File: src/rtl/fetch_sprime_if.sv
// fetch_sprime_if
//   Bundles the start/done handshake, the SRAM read port and the
//   embedded DP-RAM write port used by fetch_sprime.
//   Ports:
//     FS_start          request one block fetch
//     FS_done           one-cycle pulse after the last DP-RAM word is written
//     SRAM_address      18-bit SRAM read address
//     SRAM_we_n         SRAM write enable, active low (always 1 here)
//     SRAM_read_data    16-bit SRAM read data, two cycles behind the address
//     dp_write_address  DP-RAM word address (0..31 used)
//     dp_write_data     {even sample, odd sample}
//     dp_write_enable   DP-RAM write strobe
//   master: the fetch engine; slave: the SRAM / DP-RAM / controller side.
interface fetch_sprime_if;
  logic        FS_start;
  logic        FS_done;
  logic [17:0] SRAM_address;
  logic        SRAM_we_n;
  logic [15:0] SRAM_read_data;
  logic [6:0]  dp_write_address;
  logic [31:0] dp_write_data;
  logic        dp_write_enable;

  modport master (
    input  FS_start,
    output FS_done,
    output SRAM_address,
    output SRAM_we_n,
    input  SRAM_read_data,
    output dp_write_address,
    output dp_write_data,
    output dp_write_enable
  );

  modport slave (
    output FS_start,
    input  FS_done,
    input  SRAM_address,
    input  SRAM_we_n,
    output SRAM_read_data,
    input  dp_write_address,
    input  dp_write_data,
    input  dp_write_enable
  );
endinterface

File: src/rtl/fetch_sprime.sv
// fetch_sprime
//   Reads one 8x8 block of S' coefficients from SRAM and packs them two
//   per word into the embedded DP-RAM (32 words). Successive start pulses
//   walk the Y, U and V regions in block raster order.
//   Ports:
//     CLOCK_50_I  50 MHz clock, rising edge
//     Reset       synchronous, active-high
//     fs          fetch_sprime_if.master (handshake, SRAM read, DP-RAM write)
module fetch_sprime (
  input  logic           CLOCK_50_I,
  input  logic           Reset,
  fetch_sprime_if.master fs
);

  localparam logic [2:0] S_FS_IDLE = 3'd0;
  localparam logic [2:0] S_FS_LI_1 = 3'd1;
  localparam logic [2:0] S_FS_LI_2 = 3'd2;
  localparam logic [2:0] S_FS_CC   = 3'd3;
  localparam logic [2:0] S_FS_LO_1 = 3'd4;
  localparam logic [2:0] S_FS_LO_2 = 3'd5;

  localparam logic [17:0] Y_BASE = 18'd76800;
  localparam logic [17:0] U_BASE = 18'd153600;
  localparam logic [17:0] V_BASE = 18'd192000;

  localparam logic [1:0] PLANE_Y = 2'd0;
  localparam logic [1:0] PLANE_U = 2'd1;
  localparam logic [1:0] PLANE_V = 2'd2;

  logic [2:0]  state;
  logic [5:0]  sc;
  logic [5:0]  cb;
  logic [4:0]  rb;
  logic [1:0]  plane;
  logic [17:0] sram_address;

  logic        rd1_valid;
  logic [5:0]  rd1_idx;
  logic        rd2_valid;
  logic        rd2_even;
  logic [15:0] hold;
  logic        dp_we;
  logic [6:0]  dp_addr;
  logic        done;

  logic        issuing;
  logic [5:0]  sc_next;
  logic [7:0]  row;
  logic [8:0]  col;
  logic [17:0] row_ext;
  logic [17:0] row_offset;
  logic [17:0] base;
  logic [17:0] next_address;
  logic [5:0]  cb_last;

  // Reads go out in the two fill states and the steady state, one per cycle.
  assign issuing = (state == S_FS_LI_1) || (state == S_FS_LI_2) || (state == S_FS_CC);

  // Address of the sample that will be on the bus next cycle. In IDLE this is
  // sample 0 so the first address is already driven in the cycle after start.
  always_comb begin
    sc_next    = issuing ? sc + 6'd1 : 6'd0;
    row        = {rb, 3'b000} + {5'b00000, sc_next[5:3]};
    col        = {cb, 3'b000} + {6'b000000, sc_next[2:0]};
    row_ext    = {10'd0, row};
    base       = Y_BASE;
    row_offset = (row_ext << 8) + (row_ext << 6);
    case (plane)
      PLANE_U: begin
        base       = U_BASE;
        row_offset = (row_ext << 7) + (row_ext << 5);
      end
      PLANE_V: begin
        base       = V_BASE;
        row_offset = (row_ext << 7) + (row_ext << 5);
      end
      default: ;
    endcase
    next_address = base + row_offset + {9'd0, col};
    cb_last      = (plane == PLANE_Y) ? 6'd39 : 6'd19;
  end

  // Control: state sequencing, sample counter, address register and the
  // block/plane walk, which steps once the final read of a block is issued.
  always_ff @(posedge CLOCK_50_I) begin
    if (Reset) begin
      state        <= S_FS_IDLE;
      sc           <= 6'd0;
      cb           <= 6'd0;
      rb           <= 5'd0;
      plane        <= PLANE_Y;
      sram_address <= 18'd0;
    end else begin
      case (state)
        S_FS_IDLE: begin
          if (fs.FS_start) begin
            state        <= S_FS_LI_1;
            sc           <= 6'd0;
            sram_address <= next_address;
          end
        end
        S_FS_LI_1: state <= S_FS_LI_2;
        S_FS_LI_2: state <= S_FS_CC;
        S_FS_CC: begin
          if (sc == 6'd63) state <= S_FS_LO_1;
        end
        S_FS_LO_1: state <= S_FS_LO_2;
        S_FS_LO_2: state <= S_FS_IDLE;
        default:   state <= S_FS_IDLE;
      endcase

      if (issuing) begin
        if (sc != 6'd63) begin
          sc           <= sc + 6'd1;
          sram_address <= next_address;
        end else begin
          sc <= 6'd0;
          if (cb == cb_last) begin
            cb <= 6'd0;
            if (rb == 5'd29) begin
              rb    <= 5'd0;
              plane <= (plane == PLANE_V) ? PLANE_Y : plane + 2'd1;
            end else begin
              rb <= rb + 5'd1;
            end
          end else begin
            cb <= cb + 6'd1;
          end
        end
      end
    end
  end

  // Read-data pipeline: tags follow each address for the two-cycle SRAM
  // latency. The write strobe is raised one cycle early so it lines up with
  // the odd sample's data arriving on SRAM_read_data.
  always_ff @(posedge CLOCK_50_I) begin
    if (Reset) begin
      rd1_valid <= 1'b0;
      rd1_idx   <= 6'd0;
      rd2_valid <= 1'b0;
      rd2_even  <= 1'b0;
      hold      <= 16'd0;
      dp_we     <= 1'b0;
      dp_addr   <= 7'd0;
      done      <= 1'b0;
    end else begin
      rd1_valid <= issuing;
      rd1_idx   <= sc;
      rd2_valid <= rd1_valid;
      rd2_even  <= ~rd1_idx[0];
      if (rd2_valid && rd2_even) hold <= fs.SRAM_read_data;
      dp_we <= rd1_valid && rd1_idx[0];
      if (rd1_valid && rd1_idx[0]) dp_addr <= {2'b00, rd1_idx[5:1]};
      done <= dp_we && (dp_addr == 7'd31);
    end
  end

  // The odd sample is taken straight from the SRAM bus in its write cycle;
  // the data bus reads zero whenever no write is in progress.
  assign fs.dp_write_data    = dp_we ? {hold, fs.SRAM_read_data} : 32'd0;
  assign fs.dp_write_enable  = dp_we;
  assign fs.dp_write_address = dp_addr;
  assign fs.SRAM_address     = sram_address;
  assign fs.SRAM_we_n        = 1'b1;
  assign fs.FS_done          = done;

endmodule

File: src/flat_wrapper.sv
// flat-port wrapper written by rule: the top's interface ports become plain ports
module fetch_sprime_flat 
  (CLOCK_50_I, Reset, fs_FS_start, fs_FS_done, fs_SRAM_address, fs_SRAM_we_n, fs_SRAM_read_data, fs_dp_write_address, fs_dp_write_data, fs_dp_write_enable);
  fetch_sprime_if fs_i ();
  input  logic CLOCK_50_I;
  input  logic Reset;
  input wire logic [$bits(fs_i.FS_start)-1:0] fs_FS_start;
  output wire logic [$bits(fs_i.FS_done)-1:0] fs_FS_done;
  output wire logic [$bits(fs_i.SRAM_address)-1:0] fs_SRAM_address;
  output wire logic [$bits(fs_i.SRAM_we_n)-1:0] fs_SRAM_we_n;
  input wire logic [$bits(fs_i.SRAM_read_data)-1:0] fs_SRAM_read_data;
  output wire logic [$bits(fs_i.dp_write_address)-1:0] fs_dp_write_address;
  output wire logic [$bits(fs_i.dp_write_data)-1:0] fs_dp_write_data;
  output wire logic [$bits(fs_i.dp_write_enable)-1:0] fs_dp_write_enable;
  assign fs_i.FS_start = fs_FS_start;
  assign fs_FS_done = fs_i.FS_done;
  assign fs_SRAM_address = fs_i.SRAM_address;
  assign fs_SRAM_we_n = fs_i.SRAM_we_n;
  assign fs_i.SRAM_read_data = fs_SRAM_read_data;
  assign fs_dp_write_address = fs_i.dp_write_address;
  assign fs_dp_write_data = fs_i.dp_write_data;
  assign fs_dp_write_enable = fs_i.dp_write_enable;
  fetch_sprime u_core (.CLOCK_50_I(CLOCK_50_I), .Reset(Reset), .fs(fs_i));
endmodule
File: config.mk
export PLATFORM = sky130hd
export DESIGN_NAME = fetch_sprime_flat
export DESIGN_NICKNAME = d
export VERILOG_FILES = /design/src/rtl/fetch_sprime_if.sv /design/src/rtl/fetch_sprime.sv /design/src/flat_wrapper.sv
export SDC_FILE = /design/constraint.sdc
export NUM_CORES = 1
export LEC_CHECK = 0
export BUFFER_PORTS_ARGS = -buffer_cell sky130_fd_sc_hd__buf_2
export CAP_MARGIN = 10
export CORE_MARGIN = 1.5
export CORE_UTILIZATION = 50
export CTS_BUF_LIST = sky130_fd_sc_hd__clkbuf_16
export DETAILED_ROUTE_END_ITERATION = 8
export GPL_TIMING_DRIVEN = 0
export PLACE_DENSITY_LB_ADDON = 0.2
export SYNTH_ARGS = -nofsm -noshare
export SYNTH_HDL_FRONTEND = slang
export SYNTH_SLANG_ARGS = --single-unit
export TNS_END_PERCENT = 5
File: constraint.sdc
create_clock -name CLOCK_50_I -period 4.2 [get_ports CLOCK_50_I]
set_input_delay 0.84 -clock CLOCK_50_I [delete_from_list [all_inputs] [get_ports CLOCK_50_I]]
set_output_delay 0.84 -clock CLOCK_50_I [all_outputs]
set_load 0.005 [all_outputs]
==> results.sh, run 1 <==
export IMPL_synth_warnings=0
export IMPL_status="finished, final reports clean"
export IMPL_layout_drive_gt1_share_pct=22.3
export IMPL_dpl_worst_slack_ns=-0.244
export IMPL_fin_util_pct=63.2
export IMPL_htreeDepth=3
export IMPL_regToRegSetupSlack_ns=0.17
export IMPL_syn_inst=488
export IMPL_ir_drop_v=0.000203
export IMPL_fin_nets=621
export IMPL_power_mw=1.57
export IMPL_area_growth_syn_to_layout_pct=22.2
export IMPL_holdWs_ns=0.449
export IMPL_finalSetupViolCount=0
export IMPL_cp_startpoint="u_core.sc[2]"
export IMPL_grt_use_total_pct=23.0
export IMPL_clock_skew_ns=0.00566
export IMPL_netlist_area_um2=4000
export IMPL_yosysTopAreaCell="dfxtp_1"
export IMPL_die_y_um=92.4
export IMPL_crit_required_ns=4.46
export IMPL_finalWirelength_um=9630
export IMPL_cts_sinks=72
export IMPL_crit_reg2reg_launch="u_core.sc[2]"
export IMPL_synth_top_cell_area_share_pct=36.0
export IMPL_dr_pass1_iters=5
export IMPL_finalWorstSetupSlack_ns=0.168
export IMPL_diodes=0
export IMPL_timing_fmax_mhz=248
export IMPL_final_cell_area_um2=4890
export IMPL_dieArea_um2=8540
export IMPL_reg2reg_depth=18
export IMPL_fp_coreArea_um2=7730
export IMPL_start_util_pct=51.7
export IMPL_seq_area_frac_synth_pct=36.0
export IMPL_synth_area_leaders="dfxtp_1, ha_1, nand2_1, a21oi_1, and2_1"
export IMPL_place_area_um2=4510
export IMPL_grt_first_pass_wirelength_um=15400
export IMPL_ys_types=62
export IMPL_antenna_found_initial=0
export IMPL_critPathCaptureType="register"
export IMPL_fin_crit_ns=4.03
export IMPL_cts_buffers=9
export IMPL_final_cells=684
export IMPL_grt_overflow_total=0
export IMPL_finalWeightedCongestion=0.837
export IMPL_grt_pass1_vias=3279
export IMPL_insertion_delay_ns=0.33
export IMPL_hold_viol_final=0
export IMPL_slowest_delay_ns=0.40
export IMPL_fillerInstances=695
export IMPL_cap_violations=0
export IMPL_drtAntennaViolNets=0
export IMPL_drtIter0Drc=123
export IMPL_synth_edff_count=0
export IMPL_clock_path_buffers=2
export IMPL_avgSynthCellArea_um2=8.19
export IMPL_final_cell_mix="buf_2, nand2_1, dfxtp_1"
export IMPL_post_route_period_util_pct=96.0
export IMPL_synth_ff_type="dfxtp_1"
export IMPL_critPathKind="reg2reg"
export IMPL_cp_common_cell="nor2_1"
export IMPL_tns_ns=0
export IMPL_start_kind="register"
export IMPL_num_vias=3686
export IMPL_die_w_um=92.4
export IMPL_worstHoldPathType="reg2reg"
export IMPL_routedWlPerCell_um=14.1
export IMPL_port_buffers=75
export IMPL_cts_tree="yes"
export IMPL_synth_seq_cells=72
export IMPL_crit_arrival_ns=4.29
export IMPL_tightest_slew_ns=0.644
export IMPL_timing_rr_end="u_core.fs.SRAM_address[16]"
export IMPL_core_rowCount=32
export IMPL_drcViolationCount=0
export IMPL_slowest_stage="fa_2"
export IMPL_path_max_fanout=7
export IMPL_critPathCapture="u_core.fs.SRAM_address[16]"
export IMPL_cts_clk_slew_worst_paths_ns=0.06
export IMPL_maxSlewHeadroom_pct=57.1
export IMPL_layout_commonest_cell="buf_2"
export IMPL_drv_slew=0
export IMPL_hpwl_um=6980
export IMPL_power_density_nw_per_um2=321
export IMPL_root_buffer="clkbuf_16"
export IMPL_place_inst=666
export IMPL_crit_chain="and3_4, nand3_1, xor2_2, nor2_1, ha_2, fa_2, a211oi_4, o21bai_1, a21o_1, xor2_1, mux2_2, ha_4, o21a_1, nor2_1, nand4b_1, a211o_1, a2111o_1, o211ai_2"
export IMPL_io_pins=79
export IMPL_synth_async_reset_ratio_pct=0
export IMPL_grt_max_degree=13
export IMPL_viasPerCell=5.39
export IMPL_power_leakage_nw=2.16
[area by class of cell]
type	instances	area [um2]	share of cell area [%]
Timing Repair Buffer	78	398	8.14
Sequential cell	72	1460	29.8
Multi-Input combinational cell	379	2450	50.2
Tap cell	102	128	2.61
Buffer	30	131	2.69
Inverter	8	30.0	0.614
Clock inverter	6	62.6	1.28
Clock buffer	9	225	4.61
[metal layers]
layer  part of all wire, %  GRT usage, %
met5                     0             0
met2                    45          35.5
met3                   4.2          3.86
met1                    49          31.5
met4                   1.8          10.1
[repair_timing]
item                       in CTS  in global routing
gates resized for setup         7                 11
pin swaps                       1                  2
buffers inserted                1                  2
hold buffers                    0                  0
setup endpoints to repair       3                  4
[critical path, delay by kind of cell, from the launching register on]
kind,cells,cell delay (ns)
DFF,1,0.38
muxes,1,0.29
and+or+nand+nor,5,0.64
adders and majority gates,3,0.90
xor gates and xnor gates,2,0.32
AOI/OAI and AO/OA,7,1.43
[state kept, by name, summed over array words and instances (netlist names)]
register,count
u_core.fs.FS_done,1
u_core.rd2_valid,1
u_core.rd1_idx,6
u_core.plane,2
u_core.rb,5
u_core.sc,6
u_core.fs.SRAM_address,18
u_core.fs.dp_write_enable,1
u_core.rd1_valid,1
u_core.fs.dp_write_address,5
u_core.rd2_even,1
u_core.hold,16
u_core.cb,6
u_core.state,3
[worst min path at each step]
stage	startpoint	to	slack, ns	cells past startpoint
final	u_core.rd1_idx[3]	u_core.fs.dp_write_address[2]	0.45	2
after global routing	u_core.hold[15]	u_core.hold[15]	0.46	2
after CTS	u_core.hold[15]	u_core.hold[15]	0.45	2
after detailed placement	u_core.hold[15]	u_core.hold[15]	0.44	2
after global placement	u_core.hold[3]	u_core.hold[3]	0.44	2
after floorplan	u_core.rd1_idx[1]	u_core.fs.dp_write_address[0]	0.43	2
[kinds of logic after synthesis]
family                   Yosys count  synth area share [%]
AO/OA/AOI/OAI                    113                  19.3
AND/OR/NAND/NOR                  214                  26.8
XOR/XNOR                          19                  4.16
adder cells (fa/ha/maj)           24                  7.88
multiplexers                       6                  1.60
other                              2                 0.188
flip-flops                        72                  36.0
buffers and inverters             38                  4.04
[power by group]
| part | internal, mW | total (mW) | switching [mW] |
|---|---|---|---|
| Combinational | 0.0402 | 0.109 | 0.0690 |
| Clock | 0.454 | 0.746 | 0.292 |
| Sequential | 0.700 | 0.712 | 0.0123 |
| Total | 1.19 | 1.57 | 0.373 |
[cells in the mapped netlist (3+ instances only)]
library cell  instances
dfxtp_1              72
nand2_1              70
a21oi_1              47
nor2_1               44
and2_1               37
ha_1                 22
clkbuf_1             20
nand3_1              13
xor2_1               12
o21ai_0               9
inv_1                 8
nor2b_1               8
a211oi_1              7
o21ai_1               7
xnor2_1               7
a21o_1                6
buf_2                 6
nor3_1                6
and3_1                5
nand3b_1              5
a22oi_1               4
a31oi_1               4
nand4_1               4
or3_1                 4
buf_4                 3
mux2_2                3
mux2i_1               3
nand2b_1              3
nand4b_1              3
o21a_1                3
or2_1                 3
Power figures use the tool's default switching activity.
==> run 2, diff against run 1 <==
Settings changed: CORE_UTILIZATION 50 to 55.
Clock period 4.2 ns to 4.55 ns, I/O delays scaled along.
==> results.sh, run 2 (same netlist as run 1, synthesis figures left out) <==
export IMPL_viasPerCell=5.53
export IMPL_timing_fmax_mhz=231
export IMPL_area_growth_syn_to_layout_pct=21.9
export IMPL_grt_pass1_vias=3290
export IMPL_dr_pass1_iters=4
export IMPL_hold_viol_final=0
export IMPL_die_y_um=88.3
export IMPL_post_route_period_util_pct=95.3
export IMPL_tns_ns=0
export IMPL_critPathCaptureType="register"
export IMPL_power_mw=1.56
export IMPL_finalSetupViolCount=0
export IMPL_num_vias=3745
export IMPL_cts_tree="yes"
export IMPL_cts_buffers=9
export IMPL_antenna_found_initial=0
export IMPL_clock_skew_ns=0.00732
export IMPL_crit_arrival_ns=4.60
export IMPL_die_w_um=88.3
export IMPL_routedWlPerCell_um=13.9
export IMPL_finalWeightedCongestion=0.920
export IMPL_largest_reg_flops=18
export IMPL_tightest_slew_ns=0.588
export IMPL_htreeDepth=3
export IMPL_grt_first_pass_wirelength_um=15200
export IMPL_slowest_delay_ns=0.46
export IMPL_drtIter0Drc=221
export IMPL_maxSlewHeadroom_pct=60.8
export IMPL_drtAntennaViolNets=0
export IMPL_cts_hold_buf=0
export IMPL_hpwl_um=6870
export IMPL_cts_sinks=72
export IMPL_ir_drop_v=0.000311
export IMPL_final_cell_mix="buf_2, nand2_1, dfxtp_1"
export IMPL_power_density_nw_per_um2=320
export IMPL_rsz0062_at_grt="no"
export IMPL_power_leakage_nw=2.17
export IMPL_fp_coreArea_um2=6910
export IMPL_insertion_delay_ns=0.33
export IMPL_cts_clk_slew_worst_paths_ns=0.06
export IMPL_drv_slew=0
export IMPL_grt_overflow_total=0
export IMPL_slowest_stage="fa_1"
export IMPL_core_rowCount=30
export IMPL_start_kind="register"
export IMPL_status="finished, final reports clean"
export IMPL_fin_crit_ns=4.34
export IMPL_io_pins=79
export IMPL_cap_violations=0
export IMPL_path_max_fanout=5
export IMPL_root_buffer="clkbuf_16"
export IMPL_crit_chain="and3_1, nand3_1, xor2_1, nor2_1, ha_1, fa_1, a211oi_4, o21bai_1, a21o_1, xor2_1, mux2_2, ha_1, o21a_1, nor2_1, nand4b_1, a211o_1, a2111o_1, o211ai_2"
export IMPL_finalWirelength_um=9420
export IMPL_layout_commonest_cell="buf_2"
export IMPL_port_buffers=75
export IMPL_worstHoldPathType="reg2reg"
export IMPL_dieArea_um2=7790
export IMPL_crit_required_ns=4.81
export IMPL_start_util_pct=57.9
export IMPL_drcViolationCount=0
export IMPL_critPathKind="reg2reg"
export IMPL_fillerInstances=572
export IMPL_fin_nets=619
export IMPL_grt_use_total_pct=24.8
export IMPL_layout_drive_gt1_share_pct=21.0
export IMPL_clock_path_buffers=2
export IMPL_grt_max_degree=14
export IMPL_diodes=0
run 2: worst max-delay path, delay by kind of cell (launching register included):
kind,cells,cell delay [ns]
AO/OA/AOI/OAI,7,1.58
AND/OR/NAND/NOR,5,0.65
flip-flops,1,0.38
XOR/XNOR,2,0.35
adder cells (fa/ha/maj),3,1.03
multiplexers,1,0.27
run 2: final cells by class:
cell class / count / area [um2] / share of cell area [%]
Buffer: 30 / 131 / 2.70
Clock buffer: 9 / 225 / 4.62
Clock inverter: 7 / 120 / 2.46
Inverter: 8 / 30.0 / 0.616
Multi-Input combinational cell: 379 / 2420 / 49.6
Sequential cell: 72 / 1450 / 29.7
Tap cell: 96 / 120 / 2.46
Timing Repair Buffer: 76 / 383 / 7.86
run 2: per-stage QoR:
step | setup slack [ns] | util, % | instance area (um2) | std cells | hold WS [ns]
3_5_place_dp | 0.159 | 65.1 | 4500 | 660 | 0.442
6_report | 0.214 | 70.6 | 4870 | 677 | 0.449
2_1_floorplan | 0.490 | - | 4000 | 489 | 0.429
3_3_place_gp | 0.164 | 65.1 | 4500 | 660 | 0.438
5_1_grt | 0.0401 | 70.6 | 4870 | 677 | 0.464
4_1_cts | 0.113 | 70.1 | 4840 | 676 | 0.449
run 2: routing by layer:
layer	up-vias	wire length (um)	GRT usage (%)
met5	-	0	0
met4	0	165	8.66
met3	17	558	5.41
met2	117	4280	39.6
met1	1741	4410	33.3
li1	1870	-	-
run 2: final timing paths:
path | startpoint | end | slack, ns | cells after the start
min reg2reg | u_core.hold[11] | u_core.hold[11] | 0.45 | 2
max reg2reg | u_core.sc[3] | u_core.fs.SRAM_address[16] | 0.21 | 18
min | u_core.hold[11] | u_core.hold[11] | 0.45 | 2
max | u_core.sc[3] | u_core.fs.SRAM_address[16] | 0.21 | 18
run 2: what timing repair did:
action / 4_1_cts / 5_1_grt
endpoints found under the hold margin: 0 / 0
endpoints found under the setup margin: 0 / 4
resized for setup: 0 / 7
buffers inserted: 0 / 1
run 2: where the power goes:
group	internal (mW)	switching, mW	total [mW]
Combinational	0.0371	0.0620	0.0991
Clock	0.537	0.265	0.801
Sequential	0.647	0.0118	0.659
Total	1.22	0.338	1.56
==> run 3, diff against run 2 <==
Settings changed: CELL_PAD_IN_SITES_DETAIL_PLACEMENT set to 1, CELL_PAD_IN_SITES_GLOBAL_PLACEMENT set to 1, CORE_UTILIZATION 55 to 41.
==> results.sh, run 3 (same netlist as run 1, synthesis figures left out) <==
export IMPL_crit_family="compound AO/OA/AOI/OAI gates"
export IMPL_timing_fmax_mhz=234
export IMPL_insertion_delay_ns=0.33
export IMPL_routedWlPerCell_um=15.9
export IMPL_slowest_stage="fa_2"
export IMPL_grt_first_pass_wirelength_um=18500
export IMPL_core_rowCount=35
export IMPL_cap_violations=0
export IMPL_htreeDepth=3
export IMPL_dpl_worst_slack_ns=0.0344
export IMPL_hp_start="u_core.hold[2]"
export IMPL_drtIter0Drc=88
export IMPL_finalSetupViolCount=0
export IMPL_io_pins=79
export IMPL_num_vias=3754
export IMPL_fin_crit_ns=4.28
export IMPL_rsz0062_at_grt="no"
export IMPL_die_w_um=102
export IMPL_grt_max_degree=15
export IMPL_hpwl_um=8370
export IMPL_tns_ns=0
export IMPL_finalWeightedCongestion=0.876
export IMPL_ir_drop_v=0.000200
export IMPL_cts_hold_buf=0
export IMPL_diodes=0
export IMPL_grt_pass1_vias=3721
export IMPL_min_path_cells=2
export IMPL_cts_tree="yes"
export IMPL_root_buffer="clkbuf_16"
export IMPL_viasPerCell=5.28
export IMPL_fin_nets=620
export IMPL_largest_reg_flops=18
export IMPL_power_leakage_nw=2.15
export IMPL_drv_slew=0
export IMPL_critPathKind="reg2reg"
export IMPL_critPathBufInv=0
export IMPL_slowest_delay_ns=0.39
export IMPL_reg2reg_depth=18
export IMPL_die_y_um=102
export IMPL_crit_reg2reg_launch="u_core.sc[3]"
export IMPL_hold_viol_final=0
export IMPL_hold_path_end="u_core.hold[2]"
export IMPL_status="finished, final reports clean"
export IMPL_critPathCaptureType="register"
export IMPL_finalWirelength_um=11300
export IMPL_dieArea_um2=10400
export IMPL_regToRegSetupSlack_ns=0.27
export IMPL_antenna_found_initial=0
export IMPL_timing_rr_end="u_core.fs.SRAM_address[16]"
export IMPL_dr_pass1_iters=4
export IMPL_worstHoldPathType="reg2reg"
export IMPL_start_util_pct=42.9
export IMPL_drtAntennaViolNets=0
export IMPL_power_density_nw_per_um2=303
export IMPL_layout_commonest_cell="buf_2"
export IMPL_cts_buffers=9
export IMPL_grt_overflow_total=0
export IMPL_crit_chain="and3_4, nand3_1, xor2_2, nor2_1, ha_1, fa_2, a211oi_4, o21bai_1, a21o_1, xor2_1, mux2_2, ha_1, o21a_1, nor2_1, nand4b_1, a211o_1, a2111o_1, o211ai_2"
export IMPL_tightest_slew_ns=0.655
export IMPL_finalWorstSetupSlack_ns=0.274
export IMPL_area_growth_syn_to_layout_pct=22.5
export IMPL_final_cells=711
export IMPL_crit_required_ns=4.81
export IMPL_fin_util_pct=52.5
export IMPL_cts_sinks=72
export IMPL_crit_arrival_ns=4.54
export IMPL_final_cell_mix="buf_2, nand2_1, dfxtp_1"
export IMPL_path_max_fanout=5
export IMPL_maxSlewHeadroom_pct=56.3
export IMPL_start_kind="register"
export IMPL_port_buffers=75
export IMPL_cts_clk_slew_worst_paths_ns=0.06
export IMPL_layout_drive_gt1_share_pct=21.8
export IMPL_place_inst=693
export IMPL_clock_skew_ns=0.00541
export IMPL_drcViolationCount=0
export IMPL_clock_path_buffers=2
export IMPL_post_route_period_util_pct=94.0
export IMPL_grt_use_total_pct=22.9
export IMPL_fp_coreArea_um2=9330
-- run 3: cell count changes in the layout (fill, tap and decap cells not counted), sizes merged --
| cell | delta |
|---|---|
| bufinv | -2 |
| clkinvlp | +1 |
| inv | +1 |
| buf | +1 |
-- run 3: through the flow --
step / cell area, um2 / hold slack [ns] / power (mW)
finish: 4900 / 0.450 / 1.48
global route: 4900 / 0.471 / 1.54
CTS: 4840 / 0.453 / 1.49
detailed placement: 4540 / 0.444 / 0.774
global placement: 4540 / 0.438 / 0.770
floorplan: 4000 / 0.429 / 0.730
-- run 3: tightest hold or removal path, cell delays in order, from the launching register on --
cell,delay (ns)
dfxtp_1,0.30
nand2_1,0.05
a21oi_1,0.05
-- run 3: per-layer routing --
metal | vias to the layer above | global-route usage (%) | share of wire [%]
met4 | 0 | 4.91 | 0.94
met3 | 13 | 3.86 | 3.3
met2 | 65 | 38.5 | 48
li1 | 1874 | - | -
met5 | - | 0 | 0
met1 | 1802 | 30.8 | 48
-- run 3: layout make-up --
class	count	area (um2)
fillers	1157	4430
multi-input cells	379	2430
flip-flops and latches	72	1450
repair buffers	77	390
clock buffers	9	225
well taps	129	161
plain buffers	30	131
clock inverters	7	76.3
inverters	8	30.0
-- run 3: repair_timing --
item	4_1_cts	5_1_grt
buffers inserted	0	2
pin swaps	0	2
setup endpoints to repair	1	4
gates resized for setup	1	11
-- run 3: where the power goes --
part / internal, mW / switching, mW / total, mW
combinational: 0.0374 / 0.0663 / 0.104
clock: 0.429 / 0.290 / 0.719
sequential: 0.647 / 0.0126 / 0.659
-- run 3: worst max path at each step --
stage,depth (start not counted),start,slack [ns],to
6_report,18,u_core.sc[3],0.27,u_core.fs.SRAM_address[16]
5_1_grt,18,u_core.sc[3],0.02,u_core.fs.SRAM_address[16]
4_1_cts,18,u_core.sc[0],0.02,u_core.fs.SRAM_address[16]
3_5_place_dp,18,u_core.sc[0],0.03,u_core.fs.SRAM_address[16]
3_3_place_gp,18,u_core.sc[0],0.11,u_core.fs.SRAM_address[16]
2_1_floorplan,18,u_core.sc[0],0.49,u_core.fs.SRAM_address[16]
